**src/rtl/rf_ctrl_pkg.sv**
```systemverilog
// rf_ctrl shared types: sequencer states and write-source ids.
// Imported by the controller and its write arbiter.
package rf_ctrl_pkg;

    typedef enum logic [1:0] {
        RESET = 2'd0,
        CLEAR = 2'd1,
        RUN   = 2'd2
    } rf_ctrl_state_e;

    typedef enum logic {
        WB = 1'b0,
        LD = 1'b1
    } wr_src_e;

endpackage

```
**src/rtl/rf_ctrl_wr_rr_arb.sv**
```systemverilog
// Two-way round-robin arbiter between ALU writeback and load return.
// gnt_o[0] = wb, gnt_o[1] = ld; history advances only on take_i.
module rf_wr_rr_arb
    import rf_ctrl_pkg::*;
(
    input  logic       clk,
    input  logic       asyn_n_rst,
    input  logic       wb_valid_i,
    input  logic       ld_valid_i,
    input  logic       take_i,
    output logic [1:0] gnt_o
);

    wr_src_e last_wr_q;
    wr_src_e last_wr_d;
    logic    gnt_wb;

    // On a tie the source that did not win last time goes first.
    always_comb begin
        gnt_wb = wb_valid_i & (~ld_valid_i | (last_wr_q == LD));
        gnt_o  = {ld_valid_i & ~gnt_wb, gnt_wb};
        last_wr_d = last_wr_q;
        if (take_i) begin
            last_wr_d = gnt_wb ? WB : LD;
        end
    end

    // History starts at ld so that wb wins the first tie.
    always_ff @(posedge clk or negedge asyn_n_rst) begin
        if (!asyn_n_rst) begin
            last_wr_q <= LD;
        end else begin
            last_wr_q <= last_wr_d;
        end
    end

endmodule

```
**src/rtl/rf_ctrl.sv**
```systemverilog
// Register-file sequencer: clears all entries after reset, then grants
// one read or one write per cycle with round-robin writes and read aging.
module rf_ctrl
    import rf_ctrl_pkg::*;
#(
    parameter int RF_ADDRESS_WIDTH = 5,
    parameter int DATA_WIDTH       = 16,
    parameter int STARVE_LIMIT     = 4
) (
    input  logic                        clk,
    input  logic                        asyn_n_rst,
    input  logic                        rd_req_valid,
    output logic                        rd_req_ready,
    input  logic [RF_ADDRESS_WIDTH-1:0] rd_rs1,
    input  logic [RF_ADDRESS_WIDTH-1:0] rd_rs2,
    output logic                        rsp_valid,
    output logic [DATA_WIDTH-1:0]       rsp_qs1,
    output logic [DATA_WIDTH-1:0]       rsp_qs2,
    input  logic                        wb_valid,
    output logic                        wb_ready,
    input  logic [RF_ADDRESS_WIDTH-1:0] wb_rd,
    input  logic [DATA_WIDTH-1:0]       wb_data,
    input  logic                        ld_valid,
    output logic                        ld_ready,
    input  logic [RF_ADDRESS_WIDTH-1:0] ld_rd,
    input  logic [DATA_WIDTH-1:0]       ld_data,
    output logic                        rf_we,
    output logic [RF_ADDRESS_WIDTH-1:0] rf_rs1,
    output logic [RF_ADDRESS_WIDTH-1:0] rf_rs2,
    output logic [RF_ADDRESS_WIDTH-1:0] rf_rd,
    output logic [DATA_WIDTH-1:0]       rf_data_in,
    input  logic [DATA_WIDTH-1:0]       rf_qs1,
    input  logic [DATA_WIDTH-1:0]       rf_qs2,
    output logic                        init_done
);

    localparam int AW   = RF_ADDRESS_WIDTH;
    localparam int NREG = 2 ** AW;
    localparam int SW   = $clog2(STARVE_LIMIT + 1);

    localparam logic [AW-1:0] CLR_LAST = AW'(NREG - 1);
    localparam logic [SW-1:0] SLIM     = SW'(STARVE_LIMIT);

    rf_ctrl_state_e state_q;
    rf_ctrl_state_e state_d;

    logic [AW-1:0]         clr_cnt_q;
    logic [AW-1:0]         clr_cnt_d;
    logic [SW-1:0]         starve_q;
    logic [SW-1:0]         starve_d;
    logic                  rsp_valid_q;
    logic                  rs1_zero_q;
    logic                  rs2_zero_q;
    logic [AW-1:0]         rs1_q;
    logic [AW-1:0]         rs2_q;
    logic [AW-1:0]         rd_q;
    logic [DATA_WIDTH-1:0] din_q;

    logic       run;
    logic       any_wr;
    logic       rd_gnt;
    logic       take;
    logic [1:0] gnt;

    assign run    = (state_q == RUN);
    assign any_wr = wb_valid | ld_valid;
    assign rd_gnt = run & rd_req_valid
                  & ((starve_q == SLIM) | ~any_wr);

    rf_wr_rr_arb u_arb (
        .clk        (clk),
        .asyn_n_rst (asyn_n_rst),
        .wb_valid_i (wb_valid),
        .ld_valid_i (ld_valid),
        .take_i     (take),
        .gnt_o      (gnt)
    );

    // State register.
    always_ff @(posedge clk or negedge asyn_n_rst) begin
        if (!asyn_n_rst) begin
            state_q <= RESET;
        end else begin
            state_q <= state_d;
        end
    end

    // Next state: one idle cycle, one pass over all entries, then run.
    always_comb begin
        state_d = state_q;
        unique case (state_q)
            RESET:   state_d = CLEAR;
            CLEAR:   if (clr_cnt_q == CLR_LAST) state_d = RUN;
            RUN:     state_d = RUN;
            default: state_d = RESET;
        endcase
    end

    // Outputs: clear sweep, then a single read or write grant per cycle.
    always_comb begin
        rd_req_ready = 1'b0;
        wb_ready     = 1'b0;
        ld_ready     = 1'b0;
        take         = 1'b0;
        rf_we        = 1'b0;
        rf_rs1       = rs1_q;
        rf_rs2       = rs2_q;
        rf_rd        = rd_q;
        rf_data_in   = din_q;
        unique case (state_q)
            RESET: begin
                rf_rs1     = '0;
                rf_rs2     = '0;
                rf_rd      = '0;
                rf_data_in = '0;
            end
            CLEAR: begin
                rf_we      = 1'b1;
                rf_rd      = clr_cnt_q;
                rf_data_in = '0;
            end
            RUN: begin
                if (rd_gnt) begin
                    rd_req_ready = 1'b1;
                    rf_rs1       = rd_rs1;
                    rf_rs2       = rd_rs2;
                end else if (any_wr) begin
                    take = 1'b1;
                    if (gnt[0]) begin
                        wb_ready   = 1'b1;
                        rf_rd      = wb_rd;
                        rf_data_in = wb_data;
                        rf_we      = (wb_rd != '0);
                    end else begin
                        ld_ready   = 1'b1;
                        rf_rd      = ld_rd;
                        rf_data_in = ld_data;
                        rf_we      = (ld_rd != '0);
                    end
                end
            end
            default: ;
        endcase
    end

    // Sweep counter and read-aging counter.
    always_comb begin
        clr_cnt_d = (state_q == CLEAR) ? clr_cnt_q + 1'b1 : '0;
        starve_d  = '0;
        if (run && rd_req_valid && !rd_gnt) begin
            starve_d = (starve_q == SLIM) ? starve_q : starve_q + 1'b1;
        end
    end

    // Counters, held rf outputs and the read response register.
    always_ff @(posedge clk or negedge asyn_n_rst) begin
        if (!asyn_n_rst) begin
            clr_cnt_q   <= '0;
            starve_q    <= '0;
            rsp_valid_q <= 1'b0;
            rs1_zero_q  <= 1'b0;
            rs2_zero_q  <= 1'b0;
            rs1_q       <= '0;
            rs2_q       <= '0;
            rd_q        <= '0;
            din_q       <= '0;
        end else begin
            clr_cnt_q   <= clr_cnt_d;
            starve_q    <= starve_d;
            rsp_valid_q <= rd_gnt;
            if (rd_gnt) begin
                rs1_zero_q <= (rd_rs1 == '0);
                rs2_zero_q <= (rd_rs2 == '0);
            end
            rs1_q <= rf_rs1;
            rs2_q <= rf_rs2;
            rd_q  <= rf_rd;
            din_q <= rf_data_in;
        end
    end

    assign rsp_valid = rsp_valid_q;
    assign rsp_qs1   = rs1_zero_q ? '0 : rf_qs1;
    assign rsp_qs2   = rs2_zero_q ? '0 : rf_qs2;
    assign init_done = run;

endmodule

```
**config.mk**
```make
export PLATFORM = sky130hd
export DESIGN_NAME = rf_ctrl
export DESIGN_NICKNAME = d
export VERILOG_FILES = /design/src/rtl/rf_ctrl_pkg.sv /design/src/rtl/rf_ctrl_wr_rr_arb.sv /design/src/rtl/rf_ctrl.sv
export SDC_FILE = /design/constraint.sdc
export NUM_CORES = 1
export LEC_CHECK = 0
export CORE_MARGIN = 5
export CORE_UTILIZATION = 35
export DETAILED_ROUTE_END_ITERATION = 7
export DONT_BUFFER_PORTS = 1
export GPL_TIMING_DRIVEN = 0
export MAX_ROUTING_LAYER = met4
export PLACE_DENSITY_LB_ADDON = 0.2
export SLEW_MARGIN = 20
export SYNTH_ARGS = -nofsm -noshare
export SYNTH_HDL_FRONTEND = slang
export SYNTH_SLANG_ARGS = --single-unit
```
**constraint.sdc**
```tcl
create_clock -name clk -period 4.73 [get_ports clk]
set_clock_uncertainty 0.05 [all_clocks]
set_input_delay 0.7095 -clock clk [delete_from_list [all_inputs] [get_ports clk]]
set_output_delay 0.7095 -clock clk [all_outputs]
set_load 0.005 [all_outputs]
```
======== Word level (Yosys, flattened, before mapping) ========
Index checks and enable logic that the tools add are counted.
word-level totals
  bits in registers ....................... 45
  input bits .............................. 89
  logic and storage cells ................. 72
operators by class
  bitwise gates (word level) .............. 8
  add/subtract/negate cells ............... 2
  multiplexer cells ....................... 36
  equal/unequal tests ..................... 6
  reductions and logical operators ........ 9
operators with widths
  cell                                           number
  2-to-1 mux 16 bit                              5
  case mux 16 bit (2 select lines)               1
  2-to-1 mux 5 bit                               6
  case mux 5 bit (2 select lines)                2
  2-to-1 mux 1 bit                               16
  case mux 5 bit (3 select lines)                1
  zero test 5 bit                                2
  nonzero test 5 bit                             2
  2-to-1 mux 3 bit                               2
  case mux 2 bit (3 select lines)                1
  adder 5 x 1 -> 5 bit, second input constant    1
  == test 5 bit, second input constant           1
  != test 2 bit, second input constant           2
  adder 3 x 1 -> 3 bit, second input constant    1
  AND 1 bit                                      3
  == test 3 bit, second input constant           1
  bitwise OR 1 bit                               3
  == test 2 x 1 -> 1 bit, second input constant  1
  == test 2 bit, second input constant           1
  logical AND 1 bit                              2
  zero test 2 bit                                1
  2-to-1 mux 2 bit                               1
  inverter 1 bit                                 2
  case mux 1 bit (2 select lines)                1
  other kinds (2)                                2

======== Longest topological paths before layout ========
Gate-level depths: netlist of the first run.
  word-level depth ........................ 7
  gate-level depth with buffers ........... 8
  gate-level depth less buffers ........... 6

======== Cells and area by module ========
From an unflattened synthesis of the first run, not the netlist that was laid out.
unflattened totals
  cell total of the unflattened synthesis .. 299
  area total of the unflattened synthesis .. 2940.3 µm²
by module, submodules not included
  module        instances  cells each  area each (µm²)
  rf_ctrl       1          292         2875.3
  rf_wr_rr_arb  1          7           65.1

======== Least setup slack after synthesis of the first run ========
Ideal clock, no wire load.
  path kind ............................... input to output
  from .................................... in wb_valid
  to ...................................... out rf_rd[0]
  data arrival time ....................... 1966 ps
  cell stages on the path ................. 6
  slack ................................... 2004 ps
  cell sequence ........................... buf_2 > a2bb2oi_4 > nor2_1 > a211o_1 > buf_2 > a221o_1
on the way
  longest elaborated chain between the ends .. 6
ends and longest elaborated chain
  what                               line            source
  start: declaration                 rf_ctrl.sv:19   input logic wb_valid,
  bitwise OR 1 bit                   rf_ctrl.sv:66   assign any_wr = wb_valid | ld_valid;
  inverter 1 bit                     rf_ctrl.sv:68   & ((starve_q == SLIM) | ~any_wr);
  bitwise OR 1 bit                   rf_ctrl.sv:68
  AND 1 bit                          rf_ctrl.sv:68
  2-to-1 mux 5 bit *                 rf_ctrl.sv:123  if (rd_gnt) begin
  case mux 5 bit (3 select lines) *  rf_ctrl.sv:110  unique case (state_q)
  end: declaration                   rf_ctrl.sv:30   output logic [RF_ADDRESS_WIDTH-1:0] rf_rd,
Mark *: on every way between the ends. The rest lies on a longest branch, timed or not.

======== Worst setup path after layout of the first run ========
  from .................................... reg state_q[0]
  to ...................................... out rf_rs1[4]
on the way
  longest elaborated chain between the ends .. 5
ends and longest elaborated chain
  what                             line            source
  start: declaration               rf_ctrl.sv:44   rf_ctrl_state_e state_q;
  start signal: assignment         rf_ctrl.sv:84   state_q <= state_d;
  == test 2 bit                    rf_ctrl.sv:65   assign run = (state_q == RUN);
  via init_done                    rf_ctrl.sv:34   output logic init_done
  AND 1 bit                        rf_ctrl.sv:67   assign rd_gnt = run & rd_req_valid
  AND 1 bit                        rf_ctrl.sv:68
  via rd_gnt                       rf_ctrl.sv:61   logic rd_gnt;
  2-to-1 mux 5 bit                 rf_ctrl.sv:123
  case mux 5 bit (2 select lines)  rf_ctrl.sv:110
  end: declaration                 rf_ctrl.sv:28   output logic [RF_ADDRESS_WIDTH-1:0] rf_rs1,
The timed path passes the listed nets, and every way through them passes these cells.

==> qor.csv, run 1 <==
metric,value,unit
status,completed,
crit path DAT,2.42,ns
depth of the worst register-to-register path,7,
syn avg cell area,9.24,sq um
"Area growth, synth to finish",9.51,%
critical setup path kind,reg2out,
cts hold-fix bufs,0,
CP max FO,10,
measured slew at the worst slew-check pin,0.561,ns
TNS Setup,0,ns
DRT Wirelength,6.91,mm
Fin. Hold Viols,0,
drc violations,0,
cell area after layout,2720,sq um
Num CTS Buffers,5,
Hold Path Class,in2async,
leakage,1.23,nW
share of cells above drive strength 1,6.14,%
CP Launch Point,state_q[0],
CP Launch Type,flip-flop,
Seq cells post-synth,45,
WL met3,750,um
Synth top area share,44.3,%
CTS resizes,0,
Final GP Congestion,0.768,
XOR/XNOR Fraction of Synth Area,0.705,%
Yosys Warn Count,0,
largest net degree at the start of global routing,46,
Final min period,3.18,ns
Layout Utilization,39.6,%
DP HPWL,5.47,mm
Most used DFF post-synth,dfrtp_1,
total power,0.899,mW
final setup fails,0,
PD cells,330,nW/um^2
Die Y,94.3,um
met2 WL post-DR,3.32,mm
Max VDD drop,0.000150,V
root buf cell,clkbuf_8,
Compound-Gate Fraction of Synth Area,19.6,%
initial antenna violation count,0,
vias in the first global route,2022,
Routed WL per cell,18.5,um
Die Span X,94.3,um
Post-Syn Nets,366,
Crit. End Element,output port,
postcts setup bufs,0,
Core Region,6870,sq um
main combinational cell family by area after synthesis,simple AND/OR/NAND/NOR gates,
IO Count,158,
fin crit share,67.1,%
CTS HTree Levels,2,
mux cell area share after synthesis,1.81,%
max-cap viol count,0,
GRT Overall Usage,15.5,%
routed vias/inst,5.37,
PortBufs,0,
unrepaired setup endpoints after global routing,no,
Highest Signal Layer,met4,
Post-Synth Simple-Gate Area,24.7,%
Post-synth EDFFs,0,
Initial Util,36.2,%
via count,2002,
Max Freq,0.315,GHz
first-pass GRT wire length,10.5,mm
Mapped Area,2490,sq um
"FFs w/ async S/R, synth",100,%
# clock sinks,45,
CP required,3.97,ns
Synth cell types,33,
relative max-transition margin,62.2,%
RR Startpoint,state_q[0],
clk_lat worst skew,0.29,ns
Area contributors post-synth,"dfrtp_1, nor2b_1, a22o_1, nand2_1, o21ai_0",
"Seq/Total Area, Yosys",45.3,%
clock-pin slew on the worst setup and hold paths,0.08,ns
Die Footprint,8890,sq um
ant diodes,0,
Synth area leader,dfrtp_1,
gr ovfl total,0,
first-pass detailed-route iteration total,4,
Post-DP Area,2610,sq um
antenna-violating nets left,0,
adder-cell share of the synthesized area,4.03,%
initial drt markers,53,
CTS Buffer Depth,2,
M1 WL,2.76,mm
Slew Limit Fails,0,
fin nets,373,
"count leader, synth",dfrtp_1,
Final WS setup,1.55,ns
"setup slack, reg-to-reg",2.38,ns
# rows,30,
Post-synth top cells,"dfrtp_1, nor2b_1, nand2_1",
TritonCTS clock tree,built,
pre-CTS setup slack,1.74,ns
Syn Inst Count,269,
==> final timing paths <==
kind | to
setup / recovery | rf_rs1[4]
hold / removal | din_q[11]
setup reg to reg | rs1_q[4]
hold reg to reg | clr_cnt_q[0]
max in group asynchronous | u_arb.last_wr_q
min in group clk | clr_cnt_q[0]
==> placed cells by master (no fill, tap or decap), drive strengths merged <==
cell / count
o41ai: 2
nand3: 18
bufinv: 1
or4: 3
nand2b: 2
a2bb2oi: 1
buf: 6
xnor2: 1
dfstp: 1
nor2b: 37
a211o: 1
a22o: 18
and3: 5
ha: 8
nor3: 3
a21boi: 2
xor2: 1
o21ai: 28
a221o: 5
a21oi: 1
and2: 5
nor2: 11
inv: 5
a41oi: 2
clkbuf: 20
or2: 1
dfrtp: 44
a32oi: 5
mux2: 4
nand2: 35
a31oi: 1
==> where the power goes <==
part	leakage (nW)	switching, mW	internal, mW
clock network	0.0585	0.123	0.172
logic	0.612	0.0970	0.0618
registers	0.561	0.0155	0.430
total	1.23	0.235	0.664
==> cells by family after synthesis <==
kind of cell               Yosys count
AOI/OAI and AO/OA                   66
buffers and inverters               24
adders and majority gates            8
and+or+nand+nor                    120
DFF                                 45
muxes                                4
xor gates and xnor gates             2
==> stage by stage <==
stage          hold WS [ns]  instances
2_1_floorplan         0.364        269
6_report             0.0542        373
3_5_place_dp          0.365        365
5_1_grt              0.0275        373
3_3_place_gp          0.365        365
4_1_cts              0.0404        373
==> state kept, by name, summed over array words and instances (netlist names) <==
signal	flops
clr_cnt_q	5
rsp_valid	1
rs1_q	5
starve_q	3
rs1_zero_q	1
din_q	16
state_q	2
rd_q	5
rs2_zero_q	1
u_arb.last_wr_q	1
rs2_q	5
==> worst max-delay path, cell delays in order (launching register included) <==
cell and delay [ns]:
dfrtp_1 0.42, inv_1 0.09, ha_1 0.25, nand2_1 0.24, nor2_1 0.24, buf_2 0.24, buf_1 0.38, o21ai_0 0.26
==> layout make-up <==
class                           instances  area [sq um]
Fill cell                             719          4150
Multi-Input combinational cell        200          1260
Tap cell                               96           120
Clock buffer                            7          86.3
Clock inverter                          1          30.0
Inverter                                5          18.8
Buffer                                 19          76.3
Sequential cell                        45          1130
==> routing by layer <==
metal / up-vias / track usage [%]
met5: - / -
met4: 0 / 4.93
met3: 6 / 6.97
met2: 79 / 24.5
met1: 951 / 17.6
li1: 966 / -
(Power assumes the default switching activity.)
==> inputs of run 2 (changes only) <==
- clock period: 4.73 -> 2.7 ns (I/O delays scaled with it)
==> qor.csv, run 2 (synthesized netlist as in run 1, its figures left out) <==
metric,value,unit
Fin. Hold Viols,0,
CTS Buffer Depth,2,
# rows,30,
drc violations,0,
IO Count,158,
CP Cell Sequence,inv_1 -> ha_2 -> clkbuf_2 -> a211o_1 -> clkbuf_4 -> a221o_1,
CTS HTree Levels,2,
clk_lat worst skew,0.29,ns
measured slew at the worst slew-check pin,0.463,ns
Die Y,94.3,um
Final GP Congestion,0.768,
Final min period,2.57,ns
"setup slack, reg-to-reg",0.69,ns
DP HPWL,5.47,mm
CP Launch Point,state_q[0],
max-cap viol count,0,
initial drt markers,58,
initial antenna violation count,0,
worst r2r dst,rd_q[3],
CP max FO,10,
fin crit share,95.2,%
root buf cell,clkbuf_8,
Placed Cells,365,
depth of the worst register-to-register path,6,
# fillers,714,
"Area growth, synth to finish",12.4,%
gr ovfl total,0,
relative max-transition margin,69.1,%
first-pass detailed-route iteration total,4,
register area,1130,sq um
Routed WL per cell,18.6,um
status,completed,
PortBufs,0,
fin nets,375,
leakage,1.27,nW
# clock sinks,45,
final setup fails,0,
largest net degree at the start of global routing,46,
share of cells above drive strength 1,10.4,%
CP max stage cell,a221o_1,
CP Launch Type,flip-flop,
crit path DAT,2.12,ns
multi-input logic area,1280,sq um
Top reg by flops,din_q,
vias in the first global route,2043,
Core Region,6870,sq um
CP required,2.25,ns
Num CTS Buffers,5,
cell area after layout,2790,sq um
TNS Setup,0,ns
Die Span X,94.3,um
Post-DP Area,2610,sq um
max reg flops,16,
antenna-violating nets left,0,
clock-pin slew on the worst setup and hold paths,0.08,ns
Die Footprint,8890,sq um
delay of the slowest critical-path stage,0.41,ns
"most common cell after layout, fill and taps aside",dfrtp_1,
DRT Wirelength,6.97,mm
Hold Path Cell Cnt,1,
GRT Overall Usage,15.6,%
Crit. End Element,output port,
Hold Path Class,in2reg,
ant diodes,0,
Hold EP,rs2_zero_q,
routed vias/inst,5.39,
Max VDD drop,0.000263,V
total power,1.60,mW
TritonCTS clock tree,built,
startpoint of the worst hold path,rd_rs2[4],
"commonest non-fill, non-tap cells in the layout","dfrtp_1, nor2b_1, nand2_1",
Slew Limit Fails,0,
PD cells,572,nW/um^2
unrepaired setup endpoints after global routing,no,
Finished Layout Cells,375,
first-pass GRT wire length,10.5,mm
RR Startpoint,state_q[0],
Max Freq,0.389,GHz
via count,2021,
critical setup path kind,reg2out,
Initial Util,36.2,%
==> run 2: cell count changes in the layout (fill, tap and decap cells not counted), moves of 2 or more <==
cell	previous run	this run
buf_1	2	0
buf_4	0	2
clkbuf_1	14	9
clkbuf_2	0	4
clkbuf_4	0	2
ha_1	8	6
ha_2	0	2
==> run 2: worst max-delay path, delay by kind of cell (launching register included) <==
kind            cells  cell delay (ns)
compound gates      2             0.74
fa+ha+maj           1             0.23
buf+inv             3             0.49
flops               1             0.37
==> run 2: timing repair <==
| item | CTS | global route |
|---|---|---|
| gates resized for setup | 8 | 5 |
| hold buffers | 2 | 0 |
| pin swaps | 1 | 0 |
| setup buffers | 1 | 1 |
| endpoints found under the hold margin | 45 | 0 |
| endpoints found under the setup margin | 32 | 22 |
==> run 2: power by group <==
group / internal (mW) / switching, mW
sequential: 0.753 / 0.0274
clock: 0.302 / 0.216
combinational: 0.117 / 0.184
==> run 2: routing by layer <==
metal / track usage (%) / vias to the layer above / share of wire, %
met2: 24.7 / 80 / 48
met3: 6.89 / 6 / 10
li1: - / 971 / -
met4: 4.93 / 0 / 1.2
met1: 17.7 / 964 / 40
met5: - / - / 0
==> run 2: per-stage QoR <==
step           setup slack [ns]  hold WS, ns  utilization (%)
4_1_cts                  0.0351        0.148             40.5
2_1_floorplan             0.502       0.0594                -
6_report                  0.130        0.156             40.7
3_3_place_gp              0.134       0.0607             37.9
3_5_place_dp              0.144       0.0608             37.9
5_1_grt                  0.0289        0.153             40.7
==> run 2: final cells by class <==
cell class              count  area share [%]
plain buffers              17            2.87
clock buffers               7            3.09
repair buffers              4            1.88
inverters                   5           0.672
well taps                  96            4.30
flip-flops and latches     45            40.3
multi-input cells         200            45.8
clock inverters             1            1.07
==> run 2: how the worst max path moves through the flow <==
stage / to / slack, ns / depth (start not counted)
final: rf_rd[3] / 0.13 / 6
after global routing: rf_rd[4] / 0.03 / 7
after CTS: rf_rs1[3] / 0.04 / 7
after detailed placement: rf_rs2[4] / 0.14 / 8
after global placement: rf_data_in[3] / 0.13 / 7
after floorplan: rf_rd[0] / 0.50 / 7
==> inputs of run 3 (changes only) <==
- CORE_UTILIZATION: 35 -> 36
==> qor.csv, run 3 (synthesized netlist as in run 1, its figures left out) <==
metric,value,unit
unrepaired setup endpoints after global routing,no,
TNS Setup,0,ns
PD cells,572,nW/um^2
CTS HTree Levels,2,
relative max-transition margin,66.0,%
max reg flops,16,
max-cap viol count,0,
Internal,1.15,mW
gr ovfl total,0,
via count,2066,
CP Launch Type,flip-flop,
first-pass GRT wire length,11.3,mm
fin nets,376,
Top reg by flops,din_q,
status,completed,
Slew Limit Fails,0,
Die Y,93.1,um
PortBufs,0,
TritonCTS clock tree,built,
Seq pwr share,49.0,%
"setup slack, reg-to-reg",0.68,ns
measured slew at the worst slew-check pin,0.509,ns
"most common cell after layout, fill and taps aside",dfrtp_1,
Final GP Congestion,0.814,
CP required,2.25,ns
Core Region,6760,sq um
Final min period,2.59,ns
IO Count,158,
vias in the first global route,2115,
antenna-violating nets left,0,
RR Startpoint,state_q[0],
Die Footprint,8670,sq um
initial antenna violation count,0,
final setup fails,0,
# rows,30,
Max Freq,0.386,GHz
Max VDD drop,0.000267,V
ant diodes,0,
DRT Wirelength,7.32,mm
CP max FO,10,
# clock sinks,45,
share of cells above drive strength 1,11.1,%
drc violations,0,
leakage,1.28,nW
clock share of power,31.9,%
fin crit share,96.0,%
"Area growth, synth to finish",11.9,%
"commonest non-fill, non-tap cells in the layout","dfrtp_1, nor2b_1, nand2_1",
CP Launch Point,state_q[0],
Fin. Hold Viols,0,
DP HPWL,5.66,mm
Comb power frac,19.2,%
Hold Slack,0.142,ns
CTS Buffer Depth,2,
crit path DAT,2.14,ns
depth of the worst register-to-register path,6,
GRT Overall Usage,17.1,%
first-pass detailed-route iteration total,6,
Num CTS Buffers,5,
root buf cell,clkbuf_8,
Routed WL per cell,20.3,um
routed vias/inst,5.74,
clock-pin slew on the worst setup and hold paths,0.09,ns
critical setup path kind,reg2out,
Die Span X,93.1,um
worst r2r dst,rd_q[3],
Initial Util,36.8,%
Crit. End Element,output port,
Hold Path Class,in2reg,
total net switching power,0.443,mW
crit path capture,rf_rd[3],
initial drt markers,72,
largest net degree at the start of global routing,46,
clk_lat worst skew,0.29,ns
switching share of total power,27.8,%
run 3: changes by cell type in the layout (fill, tap and decap cells not counted), sizes merged:
cell	before	now
buf	6	7
clkbuf	21	20
clkinv	0	1
run 3: routing by layer:
layer | track usage [%] | routed length (um) | vias to the layer above
li1 | - | - | 964
met1 | 21.0 | 3070 | 1009
met2 | 27.5 | 3610 | 89
met3 | 4.99 | 602 | 4
met4 | 5.01 | 44 | 0
met5 | - | 0 | -
run 3: worst max-delay path, stage by stage (launching register included):
cell	delay, ns
dfrtp_1	0.39
inv_1	0.08
ha_2	0.23
clkbuf_2	0.21
a211o_1	0.32
clkbuf_4	0.21
a221o_1	0.41
run 3: power by group through the flow:
stage | clock network [mW] | registers (mW) | logic, mW
finish | 0.507 | 0.779 | 0.305
global route | 0.559 | 0.789 | 0.345
CTS | 0.528 | 0.779 | 0.310
detailed placement | 0 | 0.792 | 0.286
global placement | 0 | 0.790 | 0.282
floorplan | 0 | 0.785 | 0.219
run 3: worst min path at each step:
stage,cells past startpoint,end,slack (ns),start
after floorplan,0,clr_cnt_q[0],0.06,asyn_n_rst
after global placement,0,din_q[11],0.06,asyn_n_rst
after detailed placement,0,din_q[11],0.06,asyn_n_rst
after CTS,1,rs2_zero_q,0.13,rd_rs2[4]
after global routing,1,rs1_zero_q,0.13,rd_rs1[4]
final,1,rs2_zero_q,0.14,rd_rs2[4]
run 3: layout make-up:
type                            count  area, sq um
Tap cell                           80          100
Multi-Input combinational cell    200         1280
Sequential cell                    45         1130
Clock buffer                        6         72.6
Timing Repair Buffer                5         60.1
Inverter                            5         18.8
Clock inverter                      2         38.8
Buffer                             17         82.6
Fill cell                         672         3970
run 3: what timing repair did:
item	in CTS	in global routing
endpoints found under the setup margin	32	15
hold buffers	2	0
endpoints found under the hold margin	45	0
pin swaps	1	1
buffers inserted	1	2
resized for setup	11	5
run 3: through the flow:
stage | worst slack [ns] | total power, mW | util (%) | instances | area [sq um]
2_1_floorplan | 0.502 | 1.00 | - | 269 | 2490
3_3_place_gp | 0.0414 | 1.07 | 38.3 | 349 | 2590
3_5_place_dp | 0.0182 | 1.08 | 38.3 | 349 | 2590
4_1_cts | 0.0426 | 1.62 | 40.8 | 359 | 2760
5_1_grt | 0.00156 | 1.69 | 41.2 | 360 | 2780
6_report | 0.108 | 1.59 | 41.2 | 360 | 2780
